[src/rtl/fetch_sequencer_if.sv]
// Fetch-stage bus bundle: instruction ROM port, decoder handshake and status signals.
// The master modport is the fetch sequencer; the slave modport is the ROM/decoder/bus side.
interface fetch_sequencer_if #(
  parameter int unsigned ADDR_W  = 8,
  parameter int unsigned INSTR_W = 16
);
  logic               run;
  logic [ADDR_W-1:0]  imem_addr;
  logic               imem_rd_en;
  logic [INSTR_W-1:0] imem_rdata;
  logic [3:0]         opcode;
  logic [INSTR_W-5:0] operand;
  logic               stall;
  logic               pc_en;
  logic               do_jump;
  logic               instr_valid;
  logic               exec_strobe;
  logic               halted;

  modport master (
    input  run, imem_rdata, stall, pc_en, do_jump,
    output imem_addr, imem_rd_en, opcode, operand, instr_valid, exec_strobe, halted
  );

  modport slave (
    output run, imem_rdata, stall, pc_en, do_jump,
    input  imem_addr, imem_rd_en, opcode, operand, instr_valid, exec_strobe, halted
  );
endinterface

[src/rtl/fetch_sequencer.sv]
// Instruction fetch sequencer: owns the PC, fetches from a synchronous ROM, hands IR to decode.
// Optional INSTR_COUNT_EN adds a saturating 16-bit executed-instruction counter port.
module fetch_sequencer #(
  parameter int unsigned      ADDR_W   = 8,
  parameter int unsigned      INSTR_W  = 16,
  parameter logic [ADDR_W-1:0] RESET_PC = '0
) (
  input  logic                  clk,
  input  logic                  rst_n,
`ifdef INSTR_COUNT_EN
  output logic [15:0]           instr_count_o,
`endif
  fetch_sequencer_if.master     bus
);

  typedef enum logic [2:0] {StIdle, StFetch, StLoad, StExec, StHalt} state_e;

  state_e             state_q, state_d;
  logic [ADDR_W-1:0]  pc_q, pc_d;
  logic [INSTR_W-1:0] ir_q, ir_d;
  logic               strobe;

  always_ff @(posedge clk) begin
    if (!rst_n) begin
      state_q <= StIdle;
      pc_q    <= RESET_PC;
      ir_q    <= '0;
    end else begin
      state_q <= state_d;
      pc_q    <= pc_d;
      ir_q    <= ir_d;
    end
  end

  assign strobe = (state_q == StExec) && !bus.stall;

  always_comb begin
    state_d = state_q;
    pc_d    = pc_q;
    ir_d    = ir_q;
    unique case (state_q)
      StIdle:  if (bus.run) state_d = StFetch;
      StFetch: state_d = StLoad;
      StLoad: begin
        ir_d    = bus.imem_rdata;
        state_d = StExec;
      end
      StExec: begin
        // Halt wins over jump; decoder inputs only matter on an unstalled EXEC cycle.
        if (strobe) begin
          if (!bus.pc_en) begin
            state_d = StHalt;
          end else begin
            pc_d    = bus.do_jump ? ir_q[ADDR_W-1:0] : pc_q + 1'b1;
            state_d = StFetch;
          end
        end
      end
      StHalt:  state_d = StHalt;
      default: state_d = StIdle;
    endcase
  end

  assign bus.imem_addr   = pc_q;
  assign bus.imem_rd_en  = (state_q == StFetch);
  assign bus.opcode      = ir_q[INSTR_W-1 -: 4];
  assign bus.operand     = ir_q[INSTR_W-5:0];
  assign bus.instr_valid = (state_q == StExec);
  assign bus.exec_strobe = strobe;
  assign bus.halted      = (state_q == StHalt);

`ifdef INSTR_COUNT_EN
  logic [15:0] cnt_q, cnt_d;

  always_ff @(posedge clk) begin
    if (!rst_n) cnt_q <= '0;
    else        cnt_q <= cnt_d;
  end

  always_comb begin
    cnt_d = cnt_q;
    if (strobe && cnt_q != 16'hFFFF) cnt_d = cnt_q + 16'd1;
  end

  assign instr_count_o = cnt_q;
`endif

endmodule

[src/flat_wrapper.sv]
// flat-port wrapper written by rule: the top's interface ports become plain ports
module fetch_sequencer_flat 
#(
  parameter int unsigned      ADDR_W   = 8,
  parameter int unsigned      INSTR_W  = 16,
  parameter logic [ADDR_W-1:0] RESET_PC = '0
)
  (clk, rst_n, bus_run, bus_imem_rdata, bus_stall, bus_pc_en, bus_do_jump, bus_imem_addr, bus_imem_rd_en, bus_opcode, bus_operand, bus_instr_valid, bus_exec_strobe, bus_halted);
  fetch_sequencer_if #(.ADDR_W(ADDR_W), .INSTR_W(INSTR_W)) bus_i ();
  input  logic clk;
  input  logic rst_n;
  input wire logic [$bits(bus_i.run)-1:0] bus_run;
  input wire logic [$bits(bus_i.imem_rdata)-1:0] bus_imem_rdata;
  input wire logic [$bits(bus_i.stall)-1:0] bus_stall;
  input wire logic [$bits(bus_i.pc_en)-1:0] bus_pc_en;
  input wire logic [$bits(bus_i.do_jump)-1:0] bus_do_jump;
  output wire logic [$bits(bus_i.imem_addr)-1:0] bus_imem_addr;
  output wire logic [$bits(bus_i.imem_rd_en)-1:0] bus_imem_rd_en;
  output wire logic [$bits(bus_i.opcode)-1:0] bus_opcode;
  output wire logic [$bits(bus_i.operand)-1:0] bus_operand;
  output wire logic [$bits(bus_i.instr_valid)-1:0] bus_instr_valid;
  output wire logic [$bits(bus_i.exec_strobe)-1:0] bus_exec_strobe;
  output wire logic [$bits(bus_i.halted)-1:0] bus_halted;
  assign bus_i.run = bus_run;
  assign bus_i.imem_rdata = bus_imem_rdata;
  assign bus_i.stall = bus_stall;
  assign bus_i.pc_en = bus_pc_en;
  assign bus_i.do_jump = bus_do_jump;
  assign bus_imem_addr = bus_i.imem_addr;
  assign bus_imem_rd_en = bus_i.imem_rd_en;
  assign bus_opcode = bus_i.opcode;
  assign bus_operand = bus_i.operand;
  assign bus_instr_valid = bus_i.instr_valid;
  assign bus_exec_strobe = bus_i.exec_strobe;
  assign bus_halted = bus_i.halted;
  fetch_sequencer #(.ADDR_W(ADDR_W), .INSTR_W(INSTR_W), .RESET_PC(RESET_PC)) u_core (.clk(clk), .rst_n(rst_n), .bus(bus_i));
endmodule
[config.mk]
export PLATFORM = sky130hd
export DESIGN_NAME = fetch_sequencer_flat
export DESIGN_NICKNAME = d
export VERILOG_FILES = /design/src/rtl/fetch_sequencer_if.sv /design/src/rtl/fetch_sequencer.sv /design/src/flat_wrapper.sv
export SDC_FILE = /design/constraint.sdc
export NUM_CORES = 1
export LEC_CHECK = 0
export CORE_MARGIN = 4
export CORE_UTILIZATION = 46
export DETAILED_ROUTE_END_ITERATION = 12
export PLACE_DENSITY_LB_ADDON = 0.05
export REMOVE_ABC_BUFFERS = 1
export SLEW_MARGIN = 20
export SYNTH_ARGS = -nofsm -noshare
export SYNTH_HDL_FRONTEND = slang
export SYNTH_SLANG_ARGS = --single-unit
[constraint.sdc]
create_clock -name clk -period 3.55 [get_ports clk]
set_input_delay 0.71 -clock clk [delete_from_list [all_inputs] [get_ports clk]]
set_output_delay 0.71 -clock clk [all_outputs]
set_load 0.01 [all_outputs]
==> run_results.csv, run 1 <==
group,metric,value,unit
timing,max_freq,361,MHz
clock_tree,clock_path_buffers,2,
power_and_ir_drop,total_power,0.584,mW
cells_and_area,fin_nets,220,
cells_and_area,final_cell_mix,"49 x clkdlybuf4s50_1, 44 x nand2_1, 27 x dfxtp_1, 18 x a21boi_0, 10 x nor2_1",
timing,period_minus_slack,2.77,ns
setup_path,critPathSlowestCell,"clkdlybuf4s50_1",
detailed_routing,wl,2990,um
grt,grtUsageTotal,0.184,
clock_tree,path_clk_slew,0.14,ns
detailed_routing,wl_per_cell,13.2,um
grt,grt_first_pass_wirelength,5100,um
clock_tree,root_buffer,"clkbuf_4",
grt,antenna_found_initial,0,
timing,period_share,0.781,
detailed_routing,drtIter0Drc,49,
setup_path,timing.rr.start,"u_core.state_q[2]",
min_path,whs_path_depth,2,
detailed_routing,vias,1216,
clock_tree,postCtsSetupRepairBufs,0,
clock_tree,cts_sinks,27,
setup_path,crit_buf_inv,2,
setup_path,cp_slowest_stage_delay,0.54,ns
logic_synthesis,async_reset_ff_frac,0,
min_path,hold_path_startpoint,"u_core.ir_q[15]",
detailed_routing,drc_errors,0,
detailed_routing,first_pass_iters,4,
clock_tree,cts_tree,"done",
timing,rsz0062_at_grt,"no",
setup_path,r2r_slack,2.05,ns
min_path,worstHoldEndpoint,"u_core.ir_q[15]",
clock_tree,clk_latency,0.31,ns
timing,finalHoldViolCount,0,
setup_path,worstPathCellList,"clkdlybuf4s50_1, and4bb_4, clkdlybuf4s50_1",
timing,slew_viol_final,0,
setup_path,cp_data_required_time,2.84,ns
clock_tree,cts_buffers,3,
logic_synthesis,yosysWarnings,0,
power_and_ir_drop,share_clk_of_total_power,0.224,
power_and_ir_drop,powerDensity,334,nW/um2
grt,grt_max_degree,28,
logic_synthesis,synth_cell_types,37,
logic_synthesis,ys_seq_elements,27,
die,rows,18,
timing,tns,0,ns
place,dp_hpwl,2180,um
setup_path,crit_family,"buffers and inverters",
setup_path,crit_path_end_kind,"output pin",
cells_and_area,fillers,219,
min_path,hold_path.class,"flop to flop",
clock_tree,hold_buffers,0,
cells_and_area,fin_util,0.693,
detailed_routing,vias_per_cell,5.38,
die,initial_core_util,0.495,
clock_tree,htree_levels,1,
die,die-area,3610,um2
power_and_ir_drop,swShare,0.265,
power_and_ir_drop,comb_power_share,0.203,
die,coreArea,2520,um2
power_and_ir_drop,power.leakage,0.602,nW
timing,finalSetupViolCount,0,
power_and_ir_drop,pwr-share-seq,0.573,
power_and_ir_drop,ir_drop,0.302,mV
logic_synthesis,yosysSeqAreaShare,0.433,
die,die_y,60.1,um
timing,relSlewSlack,0.446,
status,status,"complete, no violations",
cells_and_area,diodes,0,
logic_synthesis,syn_inst,153,
grt,globalRoute.totalOverflow,0,
logic_synthesis,synth_edf_count,0,
grt,grt_pass1_vias,1215,
job,drv_cap,0,
power_and_ir_drop,p_int,0.429,mW
detailed_routing,antenna_left,0,
setup_path,rr_worst_depth,4,
timing,clock_skew,0.000795,ns
timing,tightest_slew,0.828,ns
die,die_w,60.1,um
setup_path,crit_fanout,4,
logic_synthesis,syn_area,1250,um2
setup_path,start_kind,"primary input",
logic_synthesis,avgSynthCellArea,8.16,um2
logic_synthesis,synth-main-ff-cell,"dfxtp_1",
place,io_buffers,49,
setup_path,cp_common_cell,"clkdlybuf4s50_1",
cells_and_area,syn_to_final_growth,40.0,%
setup_path,crit_type,"primary input to output pin",
power_and_ir_drop,power.net_switching,0.155,mW
cells_and_area,final_common_cell,"clkdlybuf4s50_1",
clock_tree,cts_resized,0,
die,ios,50,
setup_path,timing.rr.end,"u_core.bus.imem_addr[2]",
place,routabilityCongestion,0.708,
setup_path,worstPathArrival,2.06,ns
cells_and_area,drive_above_1_share,0.0561,
final cells by class:
type / instances / area, um2 / share of cell area
repair buffers: 49 / 490 / 0.281
multi-input cells: 114 / 646 / 0.369
flip-flops and latches: 27 / 541 / 0.309
inverters: 2 / 7.51 / 0.00429
clock buffers: 4 / 26.3 / 0.0150
well taps: 30 / 37.5 / 0.0215
power groups by stage:
stage	logic [mW]	registers, mW	clock network, mW
3_3_place_gp	0.116	0.340	0
4_1_cts	0.120	0.335	0.137
5_1_grt	0.132	0.338	0.153
6_report	0.119	0.335	0.131
2_1_floorplan	0.0413	0.345	0
3_5_place_dp	0.119	0.341	0
kinds of logic after synthesis:
logic type      Yosys count  share of synthesized area
flops                    27                      0.433
mux                       1                    0.00802
fa+ha+maj                 1                     0.0100
simple gates             70                      0.257
compound gates           42                      0.242
buf+inv                  12                     0.0501
worst min-delay path, delay by kind of cell, from the launching register on:
kind	cells	cell delay, ns
AOI/OAI and AO/OA	1	0.06
DFF	1	0.34
and+or+nand+nor	1	0.05
through the flow:
| stage | hold WS, ns | area, um2 | cells | setup WS, ns |
|---|---|---|---|---|
| 6_report | 0.484 | 1750 | 226 | 0.778 |
| 5_1_grt | 0.512 | 1750 | 226 | 0.741 |
| 4_1_cts | 0.487 | 1750 | 226 | 0.772 |
| 3_5_place_dp | 0.466 | 1720 | 222 | 0.773 |
| 3_3_place_gp | 0.453 | 1720 | 222 | 0.792 |
| 2_1_floorplan | 0.488 | 1190 | 143 | 1.79 |
worst max path at each step:
| stage | endpoint | cells after the start | from | slack [ns] |
|---|---|---|---|---|
| 4_1_cts | bus_exec_strobe | 3 | bus_stall | 0.77 |
| 3_3_place_gp | bus_exec_strobe | 3 | bus_stall | 0.79 |
| 6_report | bus_exec_strobe | 3 | bus_stall | 0.78 |
| 3_5_place_dp | bus_exec_strobe | 3 | bus_stall | 0.77 |
| 2_1_floorplan | bus_exec_strobe | 1 | bus_stall | 1.79 |
| 5_1_grt | bus_exec_strobe | 3 | bus_stall | 0.74 |
cell usage after synthesis (2+ instances only):
cell type / instances / share of area
nand2_1: 44 / 0.13
o22ai_1: 3 / 0.015
clkbuf_1: 3 / 0.0090
a211oi_1: 3 / 0.018
buf_2: 3 / 0.012
a22oi_1: 2 / 0.012
a22o_1: 2 / 0.014
o21ai_0: 3 / 0.012
clkbuf_2: 2 / 0.0080
inv_1: 2 / 0.0060
nand3_1: 2 / 0.0080
a21oi_1: 2 / 0.0080
dfxtp_1: 27 / 0.43
nor2_1: 10 / 0.030
a31oi_1: 2 / 0.010
and3_1: 2 / 0.010
a21boi_0: 18 / 0.11
and2_2: 2 / 0.012
o21a_1: 3 / 0.018
state kept, by name (all words and copies together), names as in the netlist:
register              cells
u_core.bus.imem_addr      8
u_core.ir_q              16
u_core.state_q            3
layer usage:
metal | global-route usage | share of wire
met5 | 0 | 0
met4 | 0.0886 | 0.0064
met3 | 0.0497 | 0.074
met2 | 0.292 | 0.48
met1 | 0.230 | 0.44
(Power assumes the default switching activity.)
==> run 2: changes to the inputs <==
Settings changed: CORE_UTILIZATION 46 to 38.
Clock period 3.55 ns to 2.5 ns, I/O delays scaled along.
==> run 2 against run 1 <==
Clock-buffer cell count decreased by 1. Largest cell class unchanged. Via count is 0.66% lower. Clock power increased by 48%.
==> run_results.csv, run 2 (synthesis results as in run 1) <==
group,metric,value,unit
detailed_routing,drtIter0Drc,133,
setup_path,crit_path_end_kind,"output pin",
power_and_ir_drop,powerDensity,470,nW/um2
grt,grt_use_met3,0.0444,
place,dp_cells,238,
clock_tree,clock_path_buffers,2,
clock_tree,cts_sinks,27,
cells_and_area,diodes,0,
clock_tree,clk_latency,0.33,ns
setup_path,crit_type,"primary input to output pin",
cells_and_area,stdcell_count,242,
detailed_routing,wl,3040,um
setup_path,start_kind,"primary input",
cells_and_area,syn_to_final_growth,42.9,%
cells_and_area,post-route-cell-area,1780,um2
clock_tree,cts_resized,0,
min_path,hold_path.class,"flop to flop",
cells_and_area,regMostFlops,"u_core.ir_q",
setup_path,crit_fanout,4,
timing,period_minus_slack,2.35,ns
detailed_routing,vias_per_cell,4.99,
cells_and_area,fin_nets,222,
clock_tree,path_clk_slew,0.14,ns
grt,grt_first_pass_wirelength,5000,um
grt,grt_max_degree,20,
die,die_w,65.3,um
die,die_y,65.3,um
clock_tree,cts_tree,"done",
cells_and_area,largest_reg_flops,16,
min_path,whs_path_depth,2,
die,rows,20,
cells_and_area,drive_above_1_share,0.0707,
die,coreArea,3100,um2
clock_tree,cts_buffers,3,
setup_path,cp_data_required_time,2.00,ns
timing,finalHoldViolCount,0,
grt,use_met1,0.172,
timing,period_share,0.942,
grt,grtUsageTotal,0.149,
job,drv_cap,0,
timing,max_freq,425,MHz
place,routabilityCongestion,0.742,
place,place_area,1750,um2
grt,antenna_found_initial,0,
cells_and_area,fin_util,0.575,
place,dp_hpwl,2290,um
die,initial_core_util,0.402,
timing,slew_viol_final,0,
cells_and_area,final_cell_mix,"49 x clkdlybuf4s50_1, 44 x nand2_1, 27 x dfxtp_1, 18 x a21boi_0, 10 x nor2_1",
timing,relSlewSlack,0.637,
timing,finalSetupViolCount,0,
clock_tree,root_buffer,"clkbuf_4",
clock_tree,postCtsSetupRepairBufs,0,
timing,tightest_slew,0.543,ns
grt,grt_pass1_vias,1133,
die,ios,50,
status,status,"complete, no violations",
detailed_routing,first_pass_iters,6,
cells_and_area,final_common_cell,"clkdlybuf4s50_1",
clock_tree,hold_buffers,0,
detailed_routing,wl_per_cell,12.6,um
timing,tns,0,ns
grt,gr-max-usage-layer,"met2",
power_and_ir_drop,ir_drop,0.289,mV
detailed_routing,antenna_left,0,
timing,rsz0062_at_grt,"no",
setup_path,rr_worst_depth,4,
detailed_routing,vias,1208,
setup_path,r2r_slack,1.00,ns
grt,gr-usage-met2,0.262,
setup_path,worstPathArrival,1.85,ns
clock_tree,htree_levels,1,
timing,clock_skew,0.0125,ns
timing,hold_ws,0.471,ns
grt,globalRoute.totalOverflow,0,
place,io_buffers,49,
power_and_ir_drop,power.leakage,0.610,nW
detailed_routing,drc_errors,0,
die,die-area,4270,um2
-- run 2: cell count changes in the layout (fill, tap and decap cells not counted) --
cell	delta
buf_4	+2
clkinvlp_4	+1
clkbuf_1	-1
-- run 2: routing by layer --
layer,vias up,wire length (um)
li1,620,-
met1,547,1300
met2,39,1500
met3,2,213
met4,0,23
met5,-,0
-- run 2: worst paths after layout --
kind                             endpoint         startpoint
setup reg to reg  u_core.bus.imem_addr[2]  u_core.state_q[2]
hold / removal             u_core.ir_q[9]     u_core.ir_q[9]
hold reg to reg            u_core.ir_q[9]     u_core.ir_q[9]
setup / recovery          bus_exec_strobe          bus_stall
-- run 2: through the flow --
| step | setup slack [ns] | total power, mW |
|---|---|---|
| after floorplan | 1.01 | 0.548 |
| after global placement | 0.159 | 0.652 |
| after detailed placement | 0.149 | 0.656 |
| after CTS | 0.149 | 0.849 |
| after global routing | 0.109 | 0.892 |
| final | 0.146 | 0.838 |
-- run 2: critical path, cell delays in order --
cell,delay (ns)
clkdlybuf4s50_1,0.45
and4bb_4,0.36
clkdlybuf4s50_1,0.54
-- run 2: report_power, final --
part | leakage (nW) | internal [mW] | switching [mW]
Combinational | 0.377 | 0.0949 | 0.0744
Sequential | 0.219 | 0.454 | 0.0208
Clock | 0.0139 | 0.0611 | 0.133
Total | 0.610 | 0.610 | 0.228
-- run 2: area by class of cell --
class	count	area [um2]
flip-flops and latches	27	541
clock buffers	3	22.5
repair buffers	51	505
fillers	303	1320
well taps	44	55.1
clock inverters	1	7.51
multi-input cells	114	646
inverters	2	7.51
==> run 3: changes to the inputs <==
Settings changed: ABC_AREA from default to 1, CORE_UTILIZATION 38 to 39, CTS_BUF_LIST from default to sky130_fd_sc_hd__clkbuf_8.
==> run 3 against run 2 <==
Clock-buffer cell count did not move. Synthesized area fell by 3.2%. Non-clock buffer count fell by 1. Sequential cell count did not move. Critical path depth did not move. Global-route usage rose by 0.79 points. Largest power group unchanged. Die area fell by 5.0%. Clock power rose by 22%. Sequential share of layout area rose by 0.50 points. Worst setup slack improved by 0.26 ns. Worst hold slack improved by 0.015 ns. Largest cell class unchanged. First-iteration DRC count rose by 5.3%. Highest routed layer unchanged.
==> run_results.csv, run 3 <==
group,metric,value,unit
status,status,"complete, no violations",
setup_path,cp_data_required_time,2.00,ns
grt,grt_first_pass_wirelength,5180,um
timing,relSlewSlack,0.657,
detailed_routing,wl_per_cell,12.1,um
timing,max_freq,477,MHz
cells_and_area,final_common_cell,"clkdlybuf4s50_1",
power_and_ir_drop,power.net_switching,0.274,mW
die,rows,19,
clock_tree,clock_path_buffers,2,
timing,finalHoldViolCount,0,
min_path,hold_path_startpoint,"u_core.ir_q[2]",
grt,grt_pass1_vias,1197,
job,drv_cap,0,
timing,finalSetupViolCount,0,
detailed_routing,drtIter0Drc,140,
timing,clock_skew,0.00202,ns
clock_tree,cts_buffers,3,
cells_and_area,syn_to_final_growth,45.2,%
logic_synthesis,ys_top_cells_by_area,"dfxtp_1 45%, nor2_1 15%, o21ai_0 9.5%",
cells_and_area,largest_reg_flops,16,
clock_tree,root_buffer,"clkbuf_8",
power_and_ir_drop,power.leakage,0.685,nW
cells_and_area,final_cell_mix,"49 x clkdlybuf4s50_1, 48 x nor2_1, 27 x dfxtp_1, 26 x nand2_1, 23 x o21ai_0",
clock_tree,path_clk_slew,0.09,ns
die,die-area,4050,um2
power_and_ir_drop,comb_power_share,0.253,
power_and_ir_drop,powerDensity,561,nW/um2
min_path,hold_path.class,"flop to flop",
logic_synthesis,synthMostInstantiatedCell,"nor2_1",
timing,tns,0,ns
place,routabilityCongestion,0.893,
logic_synthesis,synth-main-ff-cell,"dfxtp_1",
die,die_y,63.7,um
timing,tightest_slew,0.513,ns
setup_path,start_kind,"primary input",
detailed_routing,wl,3090,um
die,initial_core_util,0.424,
grt,globalRoute.totalOverflow,0,
setup_path,cp_common_cell,"clkdlybuf4s50_1",
logic_synthesis,yosysWarnings,0,
detailed_routing,antenna_left,0,
logic_synthesis,yosysTopAreaCell,"dfxtp_1",
logic_synthesis,yosysSeqAreaShare,0.447,
place,place_area,1710,um2
clock_tree,cts_resized,0,
detailed_routing,vias,1294,
detailed_routing,vias_per_cell,5.05,
clock_tree,htree_levels,1,
power_and_ir_drop,pwr-share-seq,0.508,
setup_path,crit_type,"primary input to output pin",
clock_tree,postCtsSetupRepairBufs,0,
power_and_ir_drop,p_int,0.712,mW
timing,rsz0062_at_grt,"no",
setup_path,critPathSlowestCell,"clkdlybuf4s50_1",
setup_path,worstPathArrival,1.60,ns
cells_and_area,drive_above_1_share,0.0311,
logic_synthesis,synth_cell_types,19,
cells_and_area,regArea,541,um2
clock_tree,cts_tree,"done",
logic_synthesis,avgSynthCellArea,6.83,um2
die,ios,50,
logic_synthesis,synth_common_cells,"48 x nor2_1, 27 x dfxtp_1, 26 x nand2_1",
grt,grtUsageTotal,0.157,
clock_tree,cts_sinks,27,
cells_and_area,regMostFlops,"u_core.ir_q",
logic_synthesis,ys_seq_elements,27,
power_and_ir_drop,ir_drop,0.256,mV
timing,period_minus_slack,2.10,ns
logic_synthesis,syn_area,1210,um2
cells_and_area,fillers,274,
place,io_buffers,49,
timing,period_share,0.838,
die,die_w,63.7,um
logic_synthesis,yosysTopAreaCellShare,0.447,
power_and_ir_drop,swShare,0.278,
cells_and_area,post-route-cell-area,1760,um2
detailed_routing,drc_errors,0,
setup_path,crit_fanout,3,
cells_and_area,multi_input_area,569,um2
setup_path,worstPathCellList,"clkdlybuf4s50_1, nor2_1, clkdlybuf4s50_1",
setup_path,crit_path_end_kind,"output pin",
setup_path,cp_slowest_stage_delay,0.54,ns
cells_and_area,diodes,0,
grt,antenna_found_initial,0,
timing,fin_ws,0.405,ns
grt,grt_max_degree,23,
logic_synthesis,syn_inst,177,
setup_path,timing.rr.start,"u_core.state_q[1]",
clock_tree,clk_latency,0.26,ns
die,coreArea,2850,um2
cells_and_area,fin_nets,249,
timing,slew_viol_final,0,
detailed_routing,first_pass_iters,4,
logic_synthesis,synth_edf_count,0,
place,post-place-ws,0.403,ns
logic_synthesis,async_reset_ff_frac,0,
setup_path,worstSetupStartpoint,"bus_stall",
power_and_ir_drop,share_clk_of_total_power,0.239,
place,dp_hpwl,2330,um
clock_tree,hold_buffers,0,
==> run 3: cell count changes after synthesis, moves of 3 or more <==
cell	previous run	this run
a211oi_1	3	0
a21boi_0	18	0
a21oi_1	2	11
inv_1	2	14
nand2_1	44	26
nand3_1	2	10
nor2_1	10	48
o21a_1	3	0
o21ai_0	3	23
==> run 3: through the flow <==
stage | utilization | cells | hold WS [ns] | total power [mW]
floorplan | - | 171 | 0.488 | 0.617
global placement | 0.600 | 252 | 0.463 | 0.753
detailed placement | 0.600 | 252 | 0.473 | 0.759
CTS | 0.615 | 256 | 0.491 | 0.992
global route | 0.615 | 256 | 0.517 | 1.05
finish | 0.615 | 256 | 0.486 | 0.985
==> run 3: power groups by stage <==
stage | combinational [mW] | clock (mW) | sequential, mW
final | 0.249 | 0.236 | 0.500
after global routing | 0.274 | 0.266 | 0.508
after CTS | 0.250 | 0.242 | 0.501
after detailed placement | 0.249 | 0 | 0.510
after global placement | 0.245 | 0 | 0.508
after floorplan | 0.0949 | 0 | 0.523
==> run 3: cell type report <==
| cell class | count | area share |
|---|---|---|
| well taps | 31 | 0.0221 |
| repair buffers | 50 | 0.284 |
| inverters | 17 | 0.0364 |
| multi-input cells | 127 | 0.324 |
| flip-flops and latches | 27 | 0.308 |
| clock inverters | 1 | 0.00214 |
| clock buffers | 3 | 0.0235 |
==> run 3: critical path: cells and delay by family <==
family,cells,cell delay [ns]
buf+inv,2,0.98
simple gates,1,0.11
==> run 3: path summary, 6_finish.rpt <==
kind	endpoint	slack [ns]	cells after the start
setup / recovery	bus_exec_strobe	0.40	3
hold / removal	u_core.ir_q[2]	0.49	2
hold reg to reg	u_core.ir_q[2]	0.49	2
setup reg to reg	u_core.bus.imem_addr[2]	0.99	6
==> run 3: kinds of logic after synthesis <==
logic type / Yosys count / share of synthesized area
buffers and inverters: 23 / 0.0818
and+or+nand+nor: 87 / 0.288
AOI/OAI and AO/OA: 39 / 0.173
DFF: 27 / 0.447
adders and majority gates: 1 / 0.0104
==> run 3: routing by layer <==
layer  wire length (um)  part of all wire  global-route usage  vias up
li1                   -                 -                   -      663
met1               1300              0.42               0.182      581
met2               1550              0.50               0.275       44
met3                205             0.066              0.0497        6
met4                 30            0.0097              0.0431        0
met5                  0                 0                   0        -
